[config.mk]
export PLATFORM = sky130hd
export DESIGN_NAME = risc16_ctrl
export DESIGN_NICKNAME = d
export VERILOG_FILES = /design/src/rtl/risc16_ctrl.sv
export SDC_FILE = /design/constraint.sdc
export NUM_CORES = 1
export LEC_CHECK = 0
export BUFFER_PORTS_ARGS = -buffer_cell sky130_fd_sc_hd__buf_2
export CAP_MARGIN = 20
export CORE_MARGIN = 2
export CORE_UTILIZATION = 35
export CTS_CLUSTER_DIAMETER = 60
export DETAILED_ROUTE_END_ITERATION = 12
export GPL_TIMING_DRIVEN = 0
export PLACE_DENSITY = 0.62
export SYNTH_ARGS = -nofsm -noshare
export SYNTH_HDL_FRONTEND = slang
export SYNTH_SLANG_ARGS = --single-unit
export TNS_END_PERCENT = 20
[constraint.sdc]
create_clock -name clk -period 3.57 [get_ports clk]
set_clock_uncertainty 0.1 [all_clocks]
set_input_delay 0.1785 -clock clk [delete_from_list [all_inputs] [get_ports clk]]
set_output_delay 0.1785 -clock clk [all_outputs]
set_load 0.005 [all_outputs]
[src/rtl/risc16_ctrl.sv]
// Multi-cycle control FSM for the RISC-16 core: fetch handshake, instruction register,
// PC/regfile strobes, retired-instruction counter and ack-timeout bus error.
module risc16_ctrl #(
  parameter int ACK_TIMEOUT = 255,
  parameter int CNT_W       = 16
) (
  input  logic             clk,
  input  logic             reset_n,
  output logic             imem_req,
  input  logic             imem_ack,
  input  logic [15:0]      imem_rdata,
  output logic             dmem_req,
  output logic             dmem_we,
  input  logic             dmem_ack,
  input  logic             eq,
  output logic [15:0]      ir,
  output logic             pc_we,
  output logic             branch_en,
  output logic             jalr_en,
  output logic             reg_we,
  output logic             halted,
  output logic             bus_err,
  output logic [CNT_W-1:0] retired
);

  localparam int WAIT_W  = (ACK_TIMEOUT > 0) ? $clog2(ACK_TIMEOUT + 1) : 1;
  localparam int TO_LAST = (ACK_TIMEOUT > 0) ? ACK_TIMEOUT - 1 : 0;

  localparam logic [2:0] OP_SW   = 3'b100;
  localparam logic [2:0] OP_LW   = 3'b101;
  localparam logic [2:0] OP_BEQ  = 3'b110;
  localparam logic [2:0] OP_JALR = 3'b111;

  typedef enum logic [2:0] {
    S_FETCH, S_DECODE, S_EXEC, S_MEM, S_WB, S_HALT
  } state_t;

  state_t              r_state, w_next;
  logic [15:0]         r_ir;
  logic [CNT_W-1:0]    r_retired;
  logic                r_halted, r_bus_err;
  logic [WAIT_W-1:0]   r_wait;

  logic                w_load, w_retire, w_timeout, w_waiting, w_wait_hit;
  logic [2:0]          w_op;
  logic                w_rA_nz, w_is_halt;

  assign w_op       = r_ir[15:13];
  assign w_rA_nz    = (r_ir[12:10] != 3'd0);
  assign w_is_halt  = (w_op == OP_JALR) && (r_ir[6:0] != 7'd0);
  assign w_wait_hit = (ACK_TIMEOUT != 0) && (r_wait == WAIT_W'(TO_LAST));

  always_comb begin
    w_next    = r_state;
    w_load    = 1'b0;
    w_retire  = 1'b0;
    w_timeout = 1'b0;
    w_waiting = 1'b0;
    imem_req  = 1'b0;
    dmem_req  = 1'b0;
    dmem_we   = 1'b0;
    pc_we     = 1'b0;
    branch_en = 1'b0;
    jalr_en   = 1'b0;
    reg_we    = 1'b0;
    unique case (r_state)
      S_FETCH: begin
        // Gated so the request first appears in the cycle after reset release.
        imem_req = reset_n;
        if (imem_ack) begin
          w_load = 1'b1;
          w_next = S_DECODE;
        end else begin
          w_waiting = 1'b1;
          if (w_wait_hit) begin
            w_timeout = 1'b1;
            w_next    = S_HALT;
          end
        end
      end
      S_DECODE: w_next = S_EXEC;
      S_EXEC: begin
        if (w_op == OP_SW || w_op == OP_LW) begin
          w_next = S_MEM;
        end else if (w_op == OP_BEQ) begin
          pc_we     = 1'b1;
          branch_en = eq;
          w_retire  = 1'b1;
          w_next    = S_FETCH;
        end else if (w_is_halt) begin
          w_next = S_HALT;
        end else begin
          w_next = S_WB;
        end
      end
      S_MEM: begin
        dmem_req = 1'b1;
        dmem_we  = (w_op == OP_SW);
        if (dmem_ack) begin
          if (w_op == OP_SW) begin
            pc_we    = 1'b1;
            w_retire = 1'b1;
            w_next   = S_FETCH;
          end else begin
            w_next = S_WB;
          end
        end else begin
          w_waiting = 1'b1;
          if (w_wait_hit) begin
            w_timeout = 1'b1;
            w_next    = S_HALT;
          end
        end
      end
      S_WB: begin
        reg_we   = w_rA_nz;
        pc_we    = 1'b1;
        jalr_en  = (w_op == OP_JALR);
        w_retire = 1'b1;
        w_next   = S_FETCH;
      end
      S_HALT:  w_next = S_HALT;
      default: w_next = S_FETCH;
    endcase
  end

  always_ff @(posedge clk or negedge reset_n) begin
    if (!reset_n) begin
      r_state   <= S_FETCH;
      r_ir      <= '0;
      r_retired <= '0;
      r_halted  <= 1'b0;
      r_bus_err <= 1'b0;
      r_wait    <= '0;
    end else begin
      r_state <= w_next;
      if (w_load)              r_ir      <= imem_rdata;
      if (w_retire)            r_retired <= r_retired + CNT_W'(1);
      if (w_next == S_HALT)    r_halted  <= 1'b1;
      if (w_timeout)           r_bus_err <= 1'b1;
      // Counter restarts on every entry to a waiting state.
      if (w_next != r_state && (w_next == S_FETCH || w_next == S_MEM))
        r_wait <= '0;
      else if (w_waiting)
        r_wait <= r_wait + WAIT_W'(1);
    end
  end

  assign ir      = r_ir;
  assign retired = r_retired;
  assign halted  = r_halted;
  assign bus_err = r_bus_err;

endmodule

==> results of run 1 <==
-- power groups by stage --
stage / combinational [mW] / clock (mW) / sequential, mW
6_report: 0.820 / 0.321 / 0.808
3_5_place_dp: 0.825 / 0 / 0.820
2_1_floorplan: 0.551 / 0 / 0.802
5_1_grt: 0.918 / 0.353 / 0.837
4_1_cts: 0.831 / 0.334 / 0.811
3_3_place_gp: 0.820 / 0 / 0.815
-- worst max-delay path by stage --
stage                 endpoint  startpoint  slack [ps]
detailed placement   r_wait[2]   r_wait[0]        1490
finish                   pc_we      ir[14]        1430
global placement     r_wait[4]   r_wait[0]        1500
CTS                   imem_req     reset_n        1390
global route             pc_we  r_state[2]        1270
floorplan           retired[1]      ir[14]        1710
-- cell families (layout without fill, tap and decap cells) --
kind of cell / Yosys count / count (layout) / synth area share, %
and+or+nand+nor: 72 / 72 / 19.5
DFF: 45 / 45 / 48.9
AOI/OAI and AO/OA: 25 / 25 / 10.5
xor gates and xnor gates: 20 / 20 / 7.61
muxes: 17 / 17 / 8.32
buffers and inverters: 16 / 89 / 3.48
adders and majority gates: 3 / 3 / 1.63
-- placed cells by master, fill, tap and decap left out, types with 2 or more instances in the layout --
cell type      synthesis  final
buf_2                  1     62
dfrtp_1               45     45
mux2_2                17     17
nor2_1                15     15
inv_1                 11     11
xor2_1                11     11
nand2_1                9      9
xnor2_1                9      9
a21oi_1                6      6
nand4_1                6      6
clkbuf_8               0      6
and2_1                 5      5
nand3_1                5      5
dlygate4sd3_1          0      4
buf_4                  3      3
and4_1                 3      3
nand2b_1               3      3
nor3_1                 3      3
ha_1                   3      3
and3_1                 2      2
nor2b_1                2      2
or2_1                  2      2
nor4_1                 2      2
o21ai_0                2      2
-- final cells by class --
cell class / count / area [um^2] / share of cell area (%)
well taps: 77 / 96.3 / 3.38
repair buffers: 66 / 365 / 12.8
inverters: 11 / 41.3 / 1.45
plain buffers: 5 / 38.8 / 1.36
flip-flops and latches: 45 / 1130 / 39.5
multi-input cells: 137 / 1100 / 38.5
clock buffers: 7 / 86.3 / 3.03
-- critical path, delay by kind of cell (launching register included) --
| family | cells | cell delay [ps] |
|---|---|---|
| buffers and inverters | 2 | 270 |
| AND/OR/NAND/NOR | 2 | 430 |
| flip-flops | 1 | 500 |
| AO/OA/AOI/OAI | 1 | 360 |
-- per-layer routing --
metal,part of all wire (%),GRT usage [%],vias up,wire (um)
met1,47,19.9,826,2250
met5,0,0,-,0
met2,43,21.0,58,2030
met3,8.6,5.54,5,407
met4,1.2,4.47,0,58
li1,-,-,845,-
-- sequential cells by signal, summed over array words and instances, names as in the netlist --
signal	count
bus_err	1
halted	1
ir	16
r_state	3
r_wait	8
retired	16
-- metrics by stage --
| step | setup WS, ps | hold slack (ps) |
|---|---|---|
| floorplan | 1710 | -217 |
| global placement | 1500 | 310 |
| detailed placement | 1490 | 315 |
| CTS | 1390 | 0.120 |
| global route | 1270 | 3.01 |
| finish | 1430 | 7.97 |
-- repair_timing --
item | CTS | global route
hold buffers | 4 | 0
hold endpoints to repair | 38 | 0
buffers inserted | 0 | 0
==> out/results.txt, run 1 <==
Final Cell Area = 0.00285 mm^2
drt via density = 4.98
initial antenna violation count = 0
RSZ-0062 raised after global routing = false
fmax = 468 MHz
syn_area_per_cell = 11.6 um^2
vias in the first global route = 1791
asr flop ratio synth = 100%
clk sink count = 45
sequential power share = 41.5%
DIE HEIGHT = 85.1 um
drt first pass iters = 4
FF-to-FF Start = r_wait[0]
Net Switching = 718 uW
most common cell in the synthesized netlist = dfrtp_1
VDD IR max = 0.405 mV
hold path depth = 2
Vias = 1734
# DRC = 0
post-DP HPWL = 3430 um
Ant. Diodes = 0
most frequent cells after synthesis = 45 x dfrtp_1, 17 x mux2_2, 15 x nor2_1, 11 x inv_1, 11 x xor2_1
Layout Cells excl Fill = 348
worst min-delay path category = in2reg
Mapped Nets = 222
Slew headroom = 64.3%
period utilisation layout = 59.8%
largest net degree at the start of global routing = 47
CTS clk-pin slew, worst paths = 80 ps
Clock power frac = 16.5%
internal power = 1.23 mW
die footprint = 0.00724 mm^2
crit path time final = 2140 ps
Max-Cap Viols = 0
crit path cell chain = nand3b_2 -> a2111oi_4 -> or2_1 -> buf_4 -> buf_2
FILL cells = 608
library cells used by synthesis = 55
Setup crit start kind = register
Placed Instance Area = 0.00270 mm^2
placed insts = 336
area grow syn2layout = 23.8%
grt ovf = 0
Crit Path Max Fanout = 10
DRT iter0 DRCs = 57
slowest library cell on the worst path = dfrtp_1
Synth top area share = 48.9%
reg2reg path depth = 7
total power = 1.95 mW
Worst Setup End Kind = primary output
layout cell share with drive strength beyond 1 = 39.5%
r2r setup slk = 1500 ps
sw frac = 36.8%
root buffer cell = clkbuf_8
Yosys top cell by area = dfrtp_1
# rows = 29
CP max stage delay = 500 ps
post-layout util = 44.9%
Fin. Hold Viols = 0
Combinational Power Share = 42.1%
Worst Hold End = ir[10]
synthesis warning total = 0
outcome = finished, final reports clean
Post-Syn Area = 0.00230 mm^2
Hold Crit Start = imem_rdata[10]
Worst Max-Slew Pin Slew = 531 ps
Layout Nets = 295
WL per Instance = 13.6 um
io pins = 62
count of input and output buffers = 61
WS Path Type = reg2out
WP data required = 3290 ps
clk_lat worst skew = 300 ps
Max clock buf depth = 2
cell area power density = 684 mW/mm^2
Final Max Tran Viols = 0
ys flop type = dfrtp_1
Starting Density = 36.3%
Post-Synthesis Cells = 198
CTS H-tree lvls = 2
Yosys reg bits = 45
Post-synth EDFFs = 0
# setup viols final = 0
Routed Antenna Nets = 0
setup TNS = 0 ps
leading cell types by total area after synthesis = dfrtp_1 49%, mux2_2 8.3%, xor2_1 4.2%
CTS tree = done
CP arrival = 1860 ps
Global Route Usage Sum = 14.4%
core area = 0.00635 mm^2
TritonCTS buffer count = 5
Final Wtd Congestion = 0.803
reg2reg end = r_wait[5]
first-pass GRT wire length = 8340 um
Seq/Total Area, Yosys = 48.9%
Leak Pwr = 1.36 nW
WL final = 4750 um
Post-CTS Resized = 0
die width = 85.1 um
(Power assumes the default switching activity.)
==> inputs of run 2 (changes only) <==
==> constraint.sdc (replaced) <==
create_clock -name clk -period 2.1 [get_ports clk]
set_clock_uncertainty 0.1 [all_clocks]
set_input_delay 0.105 -clock clk [delete_from_list [all_inputs] [get_ports clk]]
set_output_delay 0.105 -clock clk [all_outputs]
set_load 0.005 [all_outputs]
==> run 2 against run 1 <==
  * Worst hold slack improved by 160 ps
  * Sequential cell count unchanged
  * Clock power increased by 69%
  * Sequential power increased by 71%
  * Non-clock buffer count increased by 15
  * Global-route usage increased by 0.63 points
  * Critical path type unchanged
  * Critical endpoint unchanged
  * Largest cell class unchanged
==> out/results.txt, run 2 (same netlist as run 1, synthesis figures left out) <==
Max-Cap Viols = 0 (unchanged)
sequential power share = 40.5% (-1.0 points)
post-DP HPWL = 3430 um (unchanged)
WP data required = 1890 ps (-1400 ps)
most frequent cells in the layout = 61 x buf_2, 43 x dfrtp_1, 17 x mux2_2, 17 x dlygate4sd3_1, 15 x nor2_1
CP arrival = 1810 ps (-50 ps)
CTS clk-pin slew, worst paths = 80 ps (about the same)
Clock power frac = 15.9% (-0.6 points)
RSZ-0062 raised after global routing = true
total power = 3.41 mW (+75%)
Combinational Power Share = 43.5% (+1.4 points)
# DRC = 0 (unchanged)
FILL cells = 593 (-2.5%)
Leak Pwr = 1.42 nW (+4.7%)
Net Switching = 1.24 mW (+73%)
Routed Antenna Nets = 0 (unchanged)
Final Max Tran Viols = 0 (unchanged)
TritonCTS buffer count = 5 (unchanged)
Slew headroom = 64.3% (about the same)
VDD IR max = 0.678 mV (+68%)
crit path time final = 2010 ps
fmax = 497 MHz
commonest non-fill, non-tap cell in the layout = buf_2
Multi-input gate area = 0.00110 mm^2 (+0.69%)
Ant. Diodes = 0 (unchanged)
area grow syn2layout = 30.8%
drt first pass iters = 4 (unchanged)
worst min-delay path category = in2async
core area = 0.00635 mm^2 (unchanged)
Setup crit start kind = register
DIE HEIGHT = 85.1 um (unchanged)
FF+latch area = 0.00113 mm^2 (+0.22%)
layout cell share with drive strength beyond 1 = 39.5% (about the same)
clk_lat worst skew = 290 ps (about the same)
setup TNS = 0 ps (unchanged)
post-layout util = 47.4% (+2.5 points)
Final Wtd Congestion = 0.803 (unchanged)
Vias = 1800 (+3.8%)
CTS tree = done
internal power = 2.16 mW (+76%)
Layout Nets = 310 (+5.1%)
slowest library cell on the worst path = dfrtp_2
cell area power density = 1130 mW/mm^2 (+65%)
CTS H-tree lvls = 2 (unchanged)
largest net degree at the start of global routing = 47 (unchanged)
die width = 85.1 um (unchanged)
clk sink count = 45 (unchanged)
DRT iter0 DRCs = 56 (-1.8%)
# setup viols final = 0 (unchanged)
initial antenna violation count = 0 (unchanged)
WL per Instance = 13.8 um (+1.4%)
Fin. Hold Viols = 0 (unchanged)
crit path cell chain = nand3b_2 -> a2111oi_4 -> or2_1 -> buf_4 -> buf_2
drt via density = 4.96 (-0.48%)
Worst Setup End Kind = primary output
first-pass GRT wire length = 8710 um (+4.5%)
CP max stage delay = 480 ps (-20 ps)
grt ovf = 0 (unchanged)
root buffer cell = clkbuf_8
# rows = 29 (unchanged)
sw frac = 36.5% (-0.33 points)
count of input and output buffers = 61 (unchanged)
WL final = 5020 um (+5.7%)
Max clock buf depth = 2 (unchanged)
Starting Density = 36.3% (unchanged)
Worst Max-Slew Pin Slew = 532 ps (+0.713 ps)
Crit Path Max Fanout = 10 (unchanged)
period utilisation layout = 95.8%
outcome = finished, final reports clean
die footprint = 0.00724 mm^2 (unchanged)
vias in the first global route = 1871 (+4.5%)
io pins = 62 (unchanged)
Global Route Usage Sum = 15.1% (+0.63 points)
WS Path Type = reg2out
r2r setup slk = 120 ps (-1380 ps)
[run 2: final timing paths]
kind                       cells after the start        start          end
setup / recovery                               5       ir[14]        pc_we
hold / removal                                 2      reset_n        ir[9]
setup reg to reg                               8    r_wait[0]    r_wait[1]
hold reg to reg                                1  retired[15]  retired[15]
max in group asynchronous                      3      reset_n       ir[14]
min in group clk                               4     imem_ack    r_wait[0]
[run 2: critical path: cells and delay by family, from the launching register on]
family,cells,cell delay [ps]
and+or+nand+nor,2,400
AOI/OAI and AO/OA,1,360
DFF,1,480
buffers and inverters,2,270
[run 2: per-layer routing]
metal / up-vias / GRT usage [%] / wire length, um
li1: 876 / - / -
met1: 859 / 20.2 / 2310
met2: 60 / 22.8 / 2250
met3: 5 / 5.54 / 405
met4: 0 / 4.47 / 58
met5: - / 0 / 0
[run 2: final cells by class]
class / instances / share of cell area [%]
multi-input cells: 137 / 36.6
well taps: 77 / 3.20
repair buffers: 81 / 17.0
plain buffers: 5 / 1.50
flip-flops and latches: 45 / 37.5
inverters: 11 / 1.37
clock buffers: 7 / 2.87
[run 2: power by group through the flow]
stage	logic, mW	registers (mW)	clock network, mW
after CTS	1.43	1.38	0.567
after global placement	1.39	1.39	0
after global routing	1.65	1.43	0.600
after detailed placement	1.40	1.39	0
after floorplan	0.936	1.36	0
final	1.48	1.38	0.543
[run 2: through the flow]
stage	hold WS (ps)	std cells	setup WS (ps)	cell area, um^2
floorplan	-291	198	236	2300
global placement	237	336	29.0	2700
detailed placement	242	336	19.7	2700
CTS	179	360	8.52	2960
global route	194	363	-41.8	3010
finish	165	363	88.9	3010
[run 2: repair_timing]
action	CTS	global route
hold buffers	17	0
setup buffers	0	2
setup endpoints to repair	0	17
endpoints found under the hold margin	61	0
gates resized for setup	0	6
